==> config.mk <==
export PLATFORM = sky130hd
export DESIGN_NAME = muldiv_unit
export DESIGN_NICKNAME = d
export VERILOG_FILES = /design/src/rtl/muldiv_unit.sv
export SDC_FILE = /design/constraint.sdc
export NUM_CORES = 1
export LEC_CHECK = 0
export ABC_AREA = 1
export BUFFER_PORTS_ARGS = -buffer_cell sky130_fd_sc_hd__clkbuf_2
export CORE_MARGIN = 2
export CORE_UTILIZATION = 45
export CTS_BUF_LIST = sky130_fd_sc_hd__clkbuf_16
export DETAILED_ROUTE_END_ITERATION = 8
export PLACE_DENSITY = 0.67
export REMOVE_ABC_BUFFERS = 1
export SLEW_MARGIN = 40
export SYNTH_ARGS = -nofsm -noshare
export SYNTH_HDL_FRONTEND = slang
export SYNTH_SLANG_ARGS = --single-unit
==> constraint.sdc <==
create_clock -name clk_i -period 5.85 [get_ports clk_i]
set_clock_uncertainty 0.2 [all_clocks]
set_input_delay 0.2925 -clock clk_i [delete_from_list [all_inputs] [get_ports clk_i]]
set_output_delay 0.2925 -clock clk_i [all_outputs]
set_load 0.02 [all_outputs]
==> src/rtl/muldiv_unit.sv <==
// Iterative RV32M/RV64M multiply/divide unit: shift-add multiply and restoring
// divide, one result bit per clock, with divide-by-zero/overflow resolved at start.
module muldiv_unit #(
  parameter int XLEN = 32
) (
  input  logic            clk_i,
  input  logic            rst_i,
  input  logic            start_i,
  input  logic [2:0]      op_i,
  input  logic [XLEN-1:0] data1_i,
  input  logic [XLEN-1:0] data2_i,
  input  logic            flush_i,
  output logic            busy_o,
  output logic            done_o,
  output logic [XLEN-1:0] result_o
);

  localparam int CW = $clog2(XLEN + 1);

  typedef enum logic [1:0] {IDLE, CALC, DONE} state_e;

  localparam logic [2:0] OP_MUL    = 3'b000;
  localparam logic [2:0] OP_MULH   = 3'b001;
  localparam logic [2:0] OP_MULHSU = 3'b010;
  localparam logic [2:0] OP_MULHU  = 3'b011;
  localparam logic [2:0] OP_DIV    = 3'b100;
  localparam logic [2:0] OP_DIVU   = 3'b101;
  localparam logic [2:0] OP_REM    = 3'b110;
  localparam logic [2:0] OP_REMU   = 3'b111;

  state_e          state_q, state_d;
  logic [2:0]      op_q, op_d;
  logic            neg_q, neg_d;
  logic [CW-1:0]   cnt_q, cnt_d;
  logic [2*XLEN:0] acc_q, acc_d;
  logic [XLEN-1:0] opb_q, opb_d;
  logic [XLEN-1:0] result_q, result_d;

  // Operand conditioning on the incoming request
  logic            signed1, signed2, s1, s2;
  logic [XLEN-1:0] mag1, mag2;
  logic            is_div_i, is_rem_i, div_zero, div_ovf;
  logic [XLEN-1:0] special_res;

  assign is_div_i = op_i[2];
  assign is_rem_i = op_i[1];
  assign signed1  = (op_i == OP_MUL) || (op_i == OP_MULH) || (op_i == OP_MULHSU) ||
                    (op_i == OP_DIV) || (op_i == OP_REM);
  assign signed2  = (op_i == OP_MUL) || (op_i == OP_MULH) ||
                    (op_i == OP_DIV) || (op_i == OP_REM);
  assign s1       = signed1 & data1_i[XLEN-1];
  assign s2       = signed2 & data2_i[XLEN-1];
  assign mag1     = s1 ? (~data1_i + 1'b1) : data1_i;
  assign mag2     = s2 ? (~data2_i + 1'b1) : data2_i;
  assign div_zero = is_div_i && (data2_i == '0);
  assign div_ovf  = ((op_i == OP_DIV) || (op_i == OP_REM)) &&
                    (data1_i == {1'b1, {(XLEN-1){1'b0}}}) && (data2_i == '1);

  always_comb begin
    special_res = '0;
    if (div_zero)     special_res = is_rem_i ? data1_i : '1;
    else if (div_ovf) special_res = is_rem_i ? '0 : data1_i;
  end

  // One iteration step; acc holds {hi/remainder (XLEN+1), lo/multiplier-or-quotient (XLEN)}
  logic [XLEN:0]   mul_sum, div_shift, div_diff;
  logic [2*XLEN:0] mul_next, div_next, step;

  assign mul_sum   = acc_q[2*XLEN:XLEN] + {1'b0, (acc_q[0] ? opb_q : '0)};
  assign mul_next  = {1'b0, mul_sum, acc_q[XLEN-1:1]};
  assign div_shift = acc_q[2*XLEN-1:XLEN-1];
  assign div_diff  = div_shift - {1'b0, opb_q};
  assign div_next  = {(div_diff[XLEN] ? div_shift : div_diff), acc_q[XLEN-2:0], ~div_diff[XLEN]};
  assign step      = op_q[2] ? div_next : mul_next;

  // Sign correction of the final step result
  logic [2*XLEN-1:0] prod, prod_s;
  logic [XLEN-1:0]   div_val, div_s, final_res;

  assign prod    = step[2*XLEN-1:0];
  assign prod_s  = neg_q ? (~prod + 1'b1) : prod;
  assign div_val = op_q[1] ? step[2*XLEN-1:XLEN] : step[XLEN-1:0];
  assign div_s   = neg_q ? (~div_val + 1'b1) : div_val;

  always_comb begin
    if (op_q[2])              final_res = div_s;
    else if (op_q == OP_MUL)  final_res = prod_s[XLEN-1:0];
    else                      final_res = prod_s[2*XLEN-1:XLEN];
  end

  // NOTE: every signal driven here gets a default first, so no path can infer a latch.
  always_comb begin
    state_d  = state_q;
    op_d     = op_q;
    neg_d    = neg_q;
    cnt_d    = cnt_q;
    acc_d    = acc_q;
    opb_d    = opb_q;
    result_d = result_q;
    unique case (state_q)
      IDLE, DONE: begin
        state_d = IDLE;
        if (start_i) begin
          op_d  = op_i;
          neg_d = ((op_i == OP_REM) || (op_i == OP_REMU)) ? s1 : (s1 ^ s2);
          acc_d = {{(XLEN+1){1'b0}}, (is_div_i ? mag1 : mag2)};
          opb_d = is_div_i ? mag2 : mag1;
          cnt_d = CW'(XLEN);
          if (div_zero || div_ovf) begin
            result_d = special_res;
            state_d  = DONE;
          end else begin
            state_d = CALC;
          end
        end
      end
      CALC: begin
        acc_d = step;
        cnt_d = cnt_q - CW'(1);
        if (cnt_q == CW'(1)) begin
          result_d = final_res;
          state_d  = DONE;
        end
      end
      default: state_d = IDLE;
    endcase
    // Abort wins over everything except reset and never disturbs the held result
    if (flush_i) begin
      state_d  = IDLE;
      result_d = result_q;
    end
  end

  // NOTE: sequential state uses non-blocking assignments; the datapath registers are
  // reset too, so a restarted unit never computes from stale accumulator contents.
  always_ff @(posedge clk_i or negedge rst_i) begin
    if (!rst_i) begin
      state_q  <= IDLE;
      op_q     <= '0;
      neg_q    <= 1'b0;
      cnt_q    <= '0;
      acc_q    <= '0;
      opb_q    <= '0;
      result_q <= '0;
    end else begin
      state_q  <= state_d;
      op_q     <= op_d;
      neg_q    <= neg_d;
      cnt_q    <= cnt_d;
      acc_q    <= acc_d;
      opb_q    <= opb_d;
      result_q <= result_d;
    end
  end

  assign busy_o   = (state_q == CALC);
  assign done_o   = (state_q == DONE);
  assign result_o = result_q;

endmodule
# After elaboration in Yosys (flattened, before gate mapping)
# Cells that the tools add are included.
# classes
mux	30
add_sub_neg	7
n_reduce_logical	21
n_bitwise	9
div_mod_pow	0
n_lt_le_gt_ge	0
n_eq_ne	14
multipliers	0
shift	0
# op_table
op	n
$mux 32	16
$mux 65	2
$pmux 65 s2	1
$add 32x1->32 const B	3
$not 32->32	3
$add 64x1->64 const B	1
$eq 32x32->1 const B	2
$mux 64	1
$not 64->64	1
$pmux 32 s2	1
$add 33x32->33	1
$mux 33	1
$sub 33x32->33	1
$logic_not 32->1	1
$pmux 6 s2	1
$eq 3x3->1 const B	3
$logic_or 1x1->1	9
$mux 2	4
$eq 6x1->1 const B	1
$logic_not 3->1	2
$mux 6	1
$sub 6x1->6 const B	1
$reduce_and 5->1	1
$ne 2x2->1 const B	2
other kinds (16)	21
# word_totals
regBits	141
out_inout_bits	34
ramBits	0
mem_count	0
input_bits	71
rom_bits	0
latchBits	0
elab_cells	88

# Logic depth before layout (Yosys ltp)
# depth
word_depth	10
ltp_mapped	39
mapped_depth_nobuf	38

# Least setup slack after synthesis
# OpenSTA, ideal clock, no wires.
# synth_timing
path_kind	register to register
from	reg acc_q[31]
to	reg result_q[20] (netlist: result_o[20])
path_stages_with_launch	38
period_less_slack_ns	4.464
slack_ns	1.386
setup_ns	0.077
required_ns	5.573
arrival_time_ns	4.186
n_path_buf	1
cell_sequence	dfrtp_1 -> inv_1 -> ha_1 -> fa_1 -> inv_1 -> nand2_1 -> nand2_1 -> nand3_1 -> nand2_1 -> nand2_1 -> nand2_1 -> nand2_1 -> nand2_1 -> a21oi_1 -> o21bai_1 -> ha_1 -> buf_2 -> inv_2 -> (+2 left out) -> nand2_1 -> nand2_1 -> ha_1 -> inv_1 -> nor2_1 -> nand2_1 -> nor2_1 -> nand2_1 -> nor2_1 -> nand3_1 -> nor2_1 -> nand2_1 -> nor2_1 -> nor2_1 -> xor2_1 -> nand2_1 -> nand2_1 -> a21oi_1
# synth_between
elab_chain_cells	10
elab_cells_between_ends	15
cone_classes	3 x add/sub; 9 x mux; 3 x bitwise
# synth_lines
element	line	rtl
start: declaration	35	logic [2*XLEN:0] acc_q, acc_d;
start signal: assignment	142	acc_q <= '0;
start signal: assignment	150	acc_q <= acc_d;
$sub 33x32->33	72	assign div_diff = div_shift - {1'b0, opb_q};
$mux 33 or $not 1->1 (tied branches)	73	assign div_next = {(div_diff[XLEN] ? div_shift : div_diff), acc_q[XLEN-2:0], ~div_diff[XLEN]};
$mux 65 *	74	assign step = op_q[2] ? div_next : mul_next;
$not 64->64 or $mux 32 (tied branches)	81, 82	
$add 64x1->64 or $not 32->32 (tied branches)	81, 83	
$mux 64 or $add 32x1->32 (tied branches)	81, 83	
$mux 32 (on tied branches)	87, 83	
$mux 32 *	86	if (op_q[2]) final_res = div_s;
$mux 32 *	120	if (cnt_q == CW'(1)) begin
$pmux 32 s2 *	100	unique case (state_q)
end signal: assignment	152	result_q <= result_d;
end: declaration	37	logic [XLEN-1:0] result_q, result_d;
# Every way passes the cells marked *; elsewhere a longest branch is shown, timed or not. The select of a mux whose other input is x is not followed.
# A chain may end at the register's enable or synchronous reset.

# Worst setup path in the final report
# layout_timing
from	reg acc_q[31]
to	reg result_q[25] (netlist: result_o[25])
# Same word-level chain as after synthesis.

==> results.tsv <==
stage	metric	value	unit
status	status	complete, no violations	
worst_setup_path	critical setup path kind	reg -> reg	
global_route	Tot GR Track Use	0.379	
floorplan	Initial Utilization	0.458	
sta	fmax	179	MHz
power	pwr/cell area	511	nW/um^2
sta	Tmin final	5.58	ns
logic_synthesis	largest cells by area after synthesis	nand2_1 (20%), dfrtp_1 (19%), inv_1 (11%)	
hold_path	HP Start	data1_i[13]	
worst_setup_path	family with the most delay on the worst path	simple AND/OR/NAND/NOR gates	
route	# DRC	0	
logic_synthesis	Post-synth ARST share	1.00	
logic_synthesis	most area-hungry cell type in the Yosys netlist	nand2_1	
worst_setup_path	crit-path max FO	19	
hold_path	worst min path class	in -> reg	
worst_setup_path	Critical Path RT	6.04	ns
global_route	largest net degree at the start of global routing	80	
placement	post-place setup slack	0.0814	ns
clock_network	CTS Buffer Depth	2	
floorplan	chip width	206	um
route	Vias per Instance	5.74	
route	DR iter-0 viols	2850	
worst_setup_path	Levels on crit path	29	
cells_and_area	final std cells w/o fill	3801	
hold_path	worst hold endpoint	result_o[13]	
logic_synthesis	Seq cells post-synth	141	
worst_setup_path	crit path buf inv count	4	
route	DRT Wirelength	80.4	mm
sta	Fin. Hold Viols	0	
route	DR pass1 iterations	6	
cells_and_area	commonest non-fill, non-tap cells in the layout	nand2_1 (954), inv_1 (538), nor2_1 (287)	
sta	period utilisation layout	0.954	
route	DR vias	21800	
clock_network	Worst-path clk slew	0.06	ns
global_route	global route total overflow	0	
cells_and_area	most common cell after layout, fill and taps aside	nand2_1	
logic_synthesis	Yosys top cell area share	0.196	
global_route	first-pass GRT wire length	119	mm
cells_and_area	Final nets	3405	
worst_setup_path	critical path's slowest cell	dfrtp_1	
hold_path	Hold Path Depth	3	
cells_and_area	layout cells sized above 1	0.0981	
sta	Slew Limit Fails	0	
worst_setup_path	r2r startpoint	acc_q[31]	
power	Leakage	10.9	nW
worst_setup_path	cell mode on critical path	nand2_1	
power	worst ir drop on vdd	256	uV
worst_setup_path	setup slack, reg-to-reg	0.27	ns
floorplan	row count	73	
route	drt wl/cell	21.1	um
logic_synthesis	Synth Warn #	0	
floorplan	die height	206	um
floorplan	die area	42400	um^2
placement	dpl cells	3749	
clock_network	Num CTS Buffers	17	
placement	Placer Congestion	1.01	
sta	Setup Viol. Count Final	0	
logic_synthesis	Netlist cell types	57	
sta	Worst Setup Slack, final	0.267	ns
placement	port bufs	104	
logic_synthesis	Mean Syn Cell Area	5.76	um^2
logic_synthesis	Gate Count Post-Synth	3182	
clock_network	clock net sink count	141	
worst_setup_path	Worst R2R Path Depth	29	
logic_synthesis	EDFF count, synth	0	
logic_synthesis	sequential share of the synthesized area	0.192	
worst_setup_path	crit end category	flop	
sta	Slew headroom	0.338	
logic_synthesis	Top FF cell, synth	dfrtp_1	
route	antenna-violating nets left	0	
clock_network	Worst-Skew Late Latency	0.47	ns
floorplan	io pins	105	
sta	Tightest Pin Transition	0.982	ns
cells_and_area	Area growth syn-to-layout	9.31	%
clock_network	H-tree levels	4	
worst_setup_path	Setup crit start kind	flop	
global_route	antenna violations before repair	2	
logic_synthesis	post-synth design cell area	18300	um^2
global_route	vias in the first global route	20000	
placement	post-DP HPWL	64.2	mm
clock_network	CTS tree	built	
worst_setup_path	max incr delay on CP	0.38	ns
flow_run	maxcap violations	0	
worst_setup_path	reg-to-reg endpoint	result_o[25]	
clock_network	CTS root buffer	clkbuf_16	
worst_setup_path	Worst Path Arrival	5.77	ns
sta	setup TNS	0	ns
floorplan	core region area	40000	um^2
routing by layer:
metal | wire length, um | global-route usage | part of all wire | up-vias
li1 | - | - | - | 10400
met1 | 33600 | 0.519 | 0.42 | 10000
met2 | 34800 | 0.589 | 0.43 | 1257
met3 | 8520 | 0.0661 | 0.11 | 160
met4 | 3430 | 0.159 | 0.043 | 0
met5 | 0 | 0 | 0 | -
timing repair:
item / CTS / global route
endpoints found under the setup margin: 0 / 24
endpoints found under the hold margin: 60 / 0
hold buffers: 8 / 0
buffers inserted: 0 / 9
gates resized for setup: 0 / 29
sequential cells by signal (all words and copies together) (netlist names):
signal,flops
result_o,32
op_q,3
opb_q,32
neg_q,1
acc_q,65
state_q,2
cnt_q,6
power breakdown:
| part | switching [mW] | total [mW] | internal [mW] |
|---|---|---|---|
| combinational | 5.21 | 7.43 | 2.22 |
| sequential | 0.362 | 1.68 | 1.32 |
| clock | 0.483 | 1.14 | 0.661 |
| total | 6.06 | 10.3 | 4.19 |
per-stage QoR:
stage / hold WS (ns) / total power, mW / utilization / instance area (um^2)
after floorplan: -0.203 / 6.36 / - / 17600
after global placement: 0.102 / 8.67 / 0.479 / 19200
after detailed placement: 0.103 / 8.73 / 0.479 / 19200
after global routing: 0.0618 / 11.0 / 0.501 / 20000
final: 0.0357 / 10.3 / 0.501 / 20000
after CTS: 0.0161 / 9.90 / 0.496 / 19800
synth_stat cells, types with 11 or more instances:
cell      count
a21oi_1     185
a31oi_1      22
buf_1        11
buf_2        12
clkbuf_1     51
clkbuf_8     23
dfrtp_1     141
ha_1         72
inv_1       540
nand2_1     957
nand2_2      17
nand3_1     251
nand3b_1     11
nand4_1      42
nor2_1      297
nor2_2       13
nor3_1       49
o21ai_0     161
o21ai_1      15
o21ai_2      20
o221ai_1     29
o22ai_1      57
xnor2_1      14
xor2_1       69
worst min-delay path, delay by kind of cell:
kind | cells | cell delay [ns]
buf+inv | 1 | 0.12
compound gates | 2 | 0.25
worst max-delay path by stage:
| stage | to | slack (ns) | start |
|---|---|---|---|
| 6_report | result_o[25] | 0.27 | acc_q[31] |
| 3_3_place_gp | result_o[4] | 0.15 | acc_q[31] |
| 4_1_cts | result_o[25] | 0.06 | acc_q[31] |
| 2_1_floorplan | result_o[24] | -0.36 | op_q[2] |
| 5_1_grt | result_o[24] | -0.03 | acc_q[31] |
| 3_5_place_dp | result_o[25] | 0.08 | acc_q[31] |
layout make-up:
| class | count | area, um^2 |
|---|---|---|
| Fill cell | 4354 | 20000 |
| Multi-Input combinational cell | 2379 | 12100 |
| Sequential cell | 141 | 3530 |
| Inverter | 553 | 2080 |
| Timing Repair Buffer | 168 | 1060 |
| Tap cell | 525 | 657 |
| Clock buffer | 17 | 425 |
| Clock inverter | 15 | 156 |
| Antenna cell | 3 | 7.51 |
logic make-up (layout without fill, tap and decap cells):
| group | count (synthesis) | count (layout) | share of synthesized area |
|---|---|---|---|
| xor+xnor | 83 | 83 | 0.0396 |
| fa+ha+maj | 74 | 74 | 0.0513 |
| mux | 1 | 1 | 0.000546 |
| other cells | 0 | 3 | 0 |
| simple gates | 1682 | 1682 | 0.389 |
| buf+inv | 662 | 753 | 0.154 |
| flops | 141 | 141 | 0.192 |
| compound gates | 539 | 539 | 0.173 |
Power figures use the tool's default switching activity.
